<file path="src/rtl/pipe_stage_skid.sv">
// Elastic pipeline register with a 2-entry skid buffer, flush, bubble output,
// occupancy report and a saturating back-pressure cycle counter.
module pipe_stage_skid #(
  parameter int unsigned          DATA_W     = 64,
  parameter logic [DATA_W-1:0]    RESET_DATA = '0,
  parameter int unsigned          CNT_W      = 16
) (
  input  logic              CLK,
  input  logic              RST,
  input  logic              flush,
  input  logic              cnt_clr,
  input  logic              in_valid,
  output logic              in_ready,
  input  logic [DATA_W-1:0] in_data,
  output logic              out_valid,
  input  logic              out_ready,
  output logic [DATA_W-1:0] out_data,
  output logic [1:0]        occupancy,
  output logic [CNT_W-1:0]  stall_cnt
);

  localparam logic [1:0] S_EMPTY = 2'd0;
  localparam logic [1:0] S_ONE   = 2'd1;
  localparam logic [1:0] S_TWO   = 2'd2;

  logic [1:0]        state_q, state_d;
  logic [DATA_W-1:0] main_q, main_d;
  logic [DATA_W-1:0] skid_q, skid_d;
  logic              in_ready_q;
  logic [CNT_W-1:0]  stall_cnt_q, stall_cnt_d;
  logic              in_fire, out_fire;

  assign out_valid = (state_q == S_ONE) || (state_q == S_TWO);
  assign out_data  = out_valid ? main_q : RESET_DATA;
  assign in_ready  = in_ready_q;
  assign occupancy = state_q;
  assign stall_cnt = stall_cnt_q;

  assign in_fire  = in_valid & in_ready_q;
  assign out_fire = out_valid & out_ready;

  always_comb begin
    state_d = state_q;
    main_d  = main_q;
    skid_d  = skid_q;
    case (state_q)
      S_EMPTY: begin
        if (in_fire) begin
          main_d  = in_data;
          state_d = S_ONE;
        end
      end
      S_ONE: begin
        if (in_fire && out_fire) begin
          main_d = in_data;
        end else if (in_fire) begin
          skid_d  = in_data;
          state_d = S_TWO;
        end else if (out_fire) begin
          state_d = S_EMPTY;
        end
      end
      S_TWO: begin
        if (out_fire) begin
          main_d  = skid_q;
          state_d = S_ONE;
        end
      end
      default: state_d = S_EMPTY;
    endcase
    // Flush wins over any transfer decided above; the downstream beat is still consumed.
    if (flush) begin
      state_d = S_EMPTY;
      main_d  = RESET_DATA;
      skid_d  = RESET_DATA;
    end
  end

  always_comb begin
    stall_cnt_d = stall_cnt_q;
    if (cnt_clr) begin
      stall_cnt_d = '0;
    end else if (out_valid && !out_ready && (stall_cnt_q != '1)) begin
      stall_cnt_d = stall_cnt_q + 1'b1;
    end
  end

  always_ff @(posedge CLK or posedge RST) begin
    if (RST) begin
      state_q     <= S_EMPTY;
      main_q      <= RESET_DATA;
      skid_q      <= RESET_DATA;
      in_ready_q  <= 1'b1;
      stall_cnt_q <= '0;
    end else begin
      state_q     <= state_d;
      main_q      <= main_d;
      skid_q      <= skid_d;
      in_ready_q  <= (state_d != S_TWO);
      stall_cnt_q <= stall_cnt_d;
    end
  end

endmodule
</file>
<file path="config.mk">
export PLATFORM = sky130hd
export DESIGN_NAME = pipe_stage_skid
export DESIGN_NICKNAME = d
export VERILOG_FILES = /design/src/rtl/pipe_stage_skid.sv
export SDC_FILE = /design/constraint.sdc
export NUM_CORES = 1
export LEC_CHECK = 0
export BUFFER_PORTS_ARGS = -buffer_cell sky130_fd_sc_hd__buf_2
export CAP_MARGIN = 25
export CORE_MARGIN = 2
export CORE_UTILIZATION = 45
export CTS_CLUSTER_DIAMETER = 150
export DETAILED_ROUTE_END_ITERATION = 6
export PLACE_DENSITY = 0.63
export SYNTH_ARGS = -nofsm -noshare
export SYNTH_HDL_FRONTEND = slang
export SYNTH_SLANG_ARGS = --single-unit
</file>
<file path="constraint.sdc">
create_clock -name CLK -period 4.52 [get_ports CLK]
set_clock_uncertainty 0.2 [all_clocks]
set_input_delay 0 -clock CLK [delete_from_list [all_inputs] [get_ports CLK]]
set_output_delay 0 -clock CLK [all_outputs]
set_load 0.01 [all_outputs]
</file>
== Word-level counts from Yosys, hierarchy flattened ==
Index checks and enable logic that the tools add are counted.

* Register bits after elaboration: 147
* Output and inout bits: 84
* Word-level logic and storage cells: 46

* Add/subtract/negate cells: 1
* Mux-type cells: 18
* Reductions and logical operators: 12
* Eq/ne operators: 8
* Bitwise operators: 2

{| class="wikitable"
|+ Operator list
! kind !! count
|-
| two-way mux 64 bit || 8
|-
| one-hot mux 64 bit (3 select lines) || 1
|-
| two-way mux 16 bit || 2
|-
| adder 16 x 1 -> 16 bit (second input constant) || 1
|-
| != test 16 bit (second input constant) || 1
|-
| two-way mux 2 bit || 6
|-
| != test 3 bit (second input constant) || 2
|-
| one-hot mux 2 bit (3 select lines) || 1
|-
| nonzero test 2 bit || 3
|-
| != test 2 bit (second input constant) || 2
|-
| AND reduction 4 bit || 1
|-
| nonzero test 4 bit || 1
|-
| logical AND 1 bit || 3
|-
| != test 3 x 2 -> 1 bit (second input constant) || 1
|-
| AND reduction 3 bit || 1
|-
| AND 1 bit || 2
|-
| == test 2 x 1 -> 1 bit (second input constant) || 1
|-
| == test 2 bit (second input constant) || 1
|-
| logical NOT 2 bit || 1
|-
| logical NOT 1 bit || 1
|-
| logical OR 1 bit || 1
|}

== Longest topological paths before layout ==
* Depth in word-level cells: 9
* Mapped depth: 9
* Gate-level depth less buffers: 6

== Worst setup path before layout ==
OpenSTA, ideal clock, no wires.

* Path kind: register -> register
* Start: register state_q[0], in the netlist occupancy[0]
* End: register stall_cnt_q[0], in the netlist stall_cnt[0]
* Cell stages (with the launch flop): 6
* Setup slack: 2368 ps
* Data required time: 4242 ps
* Buffers on the path: 0
* Arrival time: 1874 ps
* Cells stage by stage: dfrtp_1 inv_1 ha_1 or2b_2 or3_2 a21oi_1

* Longest elaborated chain between the ends: 5
* Elaborated cells on any way between the ends: 6

{| class="wikitable"
|+ Ends and longest elaborated chain
! item !! line !! RTL
|-
| from (decl) || 26 || <nowiki>logic [1:0] state_q, state_d;</nowiki>
|-
| from (signal assigned) || 96 || <nowiki>state_q <= state_d;</nowiki>
|-
| == test 2 x 1 -> 1 bit or == test 2 bit (tied branches) || 33 || <nowiki>assign out_valid = (state_q == S_ONE) || (state_q == S_TWO);</nowiki>
|-
| logical OR 1 bit (*) || 33 ||
|-
| via out_valid || 15 || <nowiki>output logic out_valid,</nowiki>
|-
| logical AND 1 bit (*) (2 in a row) || 83 || <nowiki>end else if (out_valid && !out_ready && (stall_cnt_q != '1)) begin</nowiki>
|-
| nonzero test 2 bit (no line) (*) || -- ||
|-
| to (signal assigned) || 100 || <nowiki>stall_cnt_q <= stall_cnt_d;</nowiki>
|-
| to (decl) || 30 || <nowiki>logic [CNT_W-1:0] stall_cnt_q, stall_cnt_d;</nowiki>
|}

The timed path passes the listed nets; every way through them passes the cells marked *.
A chain may end at the register's enable or synchronous reset.

== Worst setup path after layout ==
* Start: register state_q[1], in the netlist occupancy[1]
* End: register skid_q[50]

* Longest elaborated chain between the ends: 6
* Elaborated cells on any way between the ends: 8

{| class="wikitable"
|+ Ends and longest elaborated chain
! item !! line !! RTL
|-
| == test 2 x 1 -> 1 bit or == test 2 bit (tied branches) || 33, 46 ||
|-
| logical OR 1 bit || 33 ||
|-
| AND 1 bit || 40 || <nowiki>assign out_fire = out_valid & out_ready;</nowiki>
|-
| logical AND 1 bit || 54 || <nowiki>if (in_fire && out_fire) begin</nowiki>
|-
| != test 2 bit (no line) || -- ||
|-
| AND reduction 3 bit (no line) (*) || -- ||
|-
| to (signal assigned) || 98 || <nowiki>skid_q <= skid_d;</nowiki>
|-
| to (decl) || 28 || <nowiki>logic [DATA_W-1:0] skid_q, skid_d;</nowiki>
|}

Every way passes the cells marked *; elsewhere a longest branch is shown, timed or not.

==> impl_metrics.toml <==
[floorplan]
io_pins = 154
design.core.area_um2 = 16700
chipHeight_um = 135.1
initial_core_util = 0.4629
die_w_um = 135.1
rows = 47
die_area_um2 = 18250

[synth]
synth_area_per_cell_um2 = 10.00
synthXorXnorAreaFrac = 0.001133
yosys_warnings = 0
ys.flop_type = "dfrtp_1"
synth_fa_ha_area_frac = 0.009387
syn-instance-count = 773
synth_nets = 848
synth-seq-area-share = 0.4760
synth_top_family_by_area = "simple AND/OR/NAND/NOR gates"
ys_seq_elements = 147
synthSimpleGateAreaFrac = 0.2050
synthMuxAreaShare = 0.08561
synth_edf_count = 0
yosysUniqueCellTypes = 50
synthArstFlopShare = 1.000
netlist_area_um2 = 7731
synth_compound_area_frac = 0.1775

[critical_path]
end_kind = "register"
start_kind = "register"
path_max_fanout = 45
path_class = "register to register"
required_ns = 4.62
arrival_ns = 3.70

[final_layout]
finalNonFillerCells = 1214
finalNetCount = 1056
fillers = 1496
postLayoutCellArea_um2 = 10060
drive_gt1_frac = 0.2726
diodes = 0
multi_input_area_um2 = 3744
areaGrowthSynthToFinish_pct = 30.13
seq_area_um2 = 3680

[global_route]
grt_pass1_wl_um = 33040
use_met2 = 0.3601
grt_start_max_net_pins = 83
grt_pass1_vias = 6340
track_usage = 0.2290
top_usage_layer = "met2"
gr-usage-met3 = 0.04317
use_met1 = 0.3176
antenna_found_initial = 1
grt_overflow = 0

[timing]
period_share = 0.7960
tightest_slew_ns = 0.8664
tns_ns = 0
fin_crit_ns = 3.598
slew_violations = 0
rsz0062_at_grt = "no"
hold_viol_final = 0
setup_slack_ns = 0.9223
max_freq_mhz = 278.0
setup_viol = 0
maxSlewHeadroom = 0.4224

[cts]
clk-insertion-delay-late_ns = 0.42
htreeDepth = 4
path_clk_slew_ns = 0.06
clk_root_buffer_cell = "clkbuf_16"
tritoncts = "yes"
cts_buffer_depth = 2
cts_setup_buffers = 0
clock_sinks = 147
cts_buffers = 17

[power_and_ir_drop]
leakagePower_nw = 4.450
total_power_mw = 3.733
peakVddDrop_mv = 0.2852
powerDensity_nw_per_um2 = 371.1

[route]
drt_pass1_iterations = 5
wl_per_cell_um = 16.72
wl_um = 20290
vias = 6485
vias_per_cell = 5.342
drc = 0
route.antenna.remaining_nets = 0
drt_iter0_drc = 364

[run]
maxCapViolations = 0

[run_status]
outcome = "complete, no violations"

[worst_hold_path]
hold_class = "input port to register"

[placement]
port-buffer-count = 153
post-dp-hpwl_um = 12090
dp.cells = 1092
place_congestion = 0.8157
dpl_cell_area_um2 = 8617
place_ws_ns = 1.329
-- worst max-delay path: stages, from the launching register on --
cell and delay, ns:
dfrtp_1 0.44, inv_1 0.11, ha_2 0.80, nand2_1 0.27, and3_2 0.55, buf_4 0.33
nand2_1 0.08, a21oi_1 0.06, dlygate4sd3_1 0.61
-- cells by family (layout without fill, tap and decap cells) --
kind of cell             after synthesis  in the layout
XOR/XNOR                               1              1
adder cells (fa/ha/maj)                6              6
AND/OR/NAND/NOR                      315            315
AO/OA/AOI/OAI                        164            164
flip-flops                           147            147
buffers and inverters                 74            295
multiplexers                          66             66
-- final timing paths --
path	startpoint	to	slack, ns	cells after the start
max	occupancy[1]	skid_q[50]	0.92	8
max reg2reg	occupancy[1]	skid_q[50]	0.92	8
max in group asynchronous	RST	in_ready	3.01	4
min in group asynchronous	RST	skid_q[46]	0.08	3
min	flush	main_q[48]	0.01	2
min reg2reg	skid_q[15]	skid_q[15]	0.32	2
-- area by class of cell --
| type | count | share of cell area |
|---|---|---|
| multi-input combinational | 552 | 0.3721 |
| sequential | 147 | 0.3658 |
| timing repair buffer | 255 | 0.1773 |
| clock buffer | 27 | 0.04900 |
| tap | 220 | 0.02736 |
| clock inverter | 5 | 0.004975 |
| inverter | 8 | 0.003482 |
-- report_power, final --
| group | internal (mW) | switching, mW |
|---|---|---|
| sequential | 1.45 | 0.0708 |
| clock | 0.797 | 0.525 |
| combinational | 0.371 | 0.519 |
| total | 2.62 | 1.11 |
-- metrics by stage --
stage,hold WS (ns),util
6_report,0.01488,0.6024
5_1_grt,0.03540,0.6024
4_1_cts,0.0001618,0.6024
3_5_place_dp,0.009217,0.5160
3_3_place_gp,0.01038,0.5160
2_1_floorplan,-0.06929,-
-- cell usage after synthesis, drive strengths merged (2+ instances only) --
master,count,share of area
mux2i,65,0.084
nand2b,2,0.0016
or4,2,0.0019
a2111oi,2,0.0023
nand2,135,0.066
or3,5,0.0042
nor2,9,0.0053
nor4,2,0.0016
inv,8,0.0039
nand4,7,0.0095
o31ai,2,0.0019
a211oi,65,0.10
a22o,2,0.0023
nand3,8,0.0052
o21ai,6,0.0039
clkbuf,29,0.014
and4,3,0.0034
and2,65,0.053
buf,37,0.027
and3,4,0.0032
ha,5,0.0081
a21boi,2,0.0019
a21oi,74,0.048
dfrtp,146,0.47
nor3,69,0.045
-- flip-flops by register name (all words and copies together), names as in the netlist --
name,cells
occupancy,2
skid_q,64
main_q,64
stall_cnt,16
in_ready,1
-- layout by cell type, fill, tap and decap left out, types with 11 or more instances in the layout --
master,synthesis,layout
nor3_1,69,69
and2_1,65,65
dlygate4sd3_1,0,90
mux2i_1,65,65
a211oi_2,60,60
dfrtp_1,146,146
buf_4,8,11
buf_2,28,152
a21oi_1,74,74
nand2_1,135,135
clkbuf_16,0,17
-- what timing repair did --
item / CTS / global route
hold endpoints to repair: 226 / 0
gates resized for setup: 0 / 0
hold buffers: 90 / 0
-- layer usage --
metal  vias to the layer above  wire length, µm
met2                       157             9541
met1                      3155             9426
met4                         2              470
met5                         -               11
met3                        32              844
li1                       3139                -
Note: power is estimated with default switching activity, not from simulation.
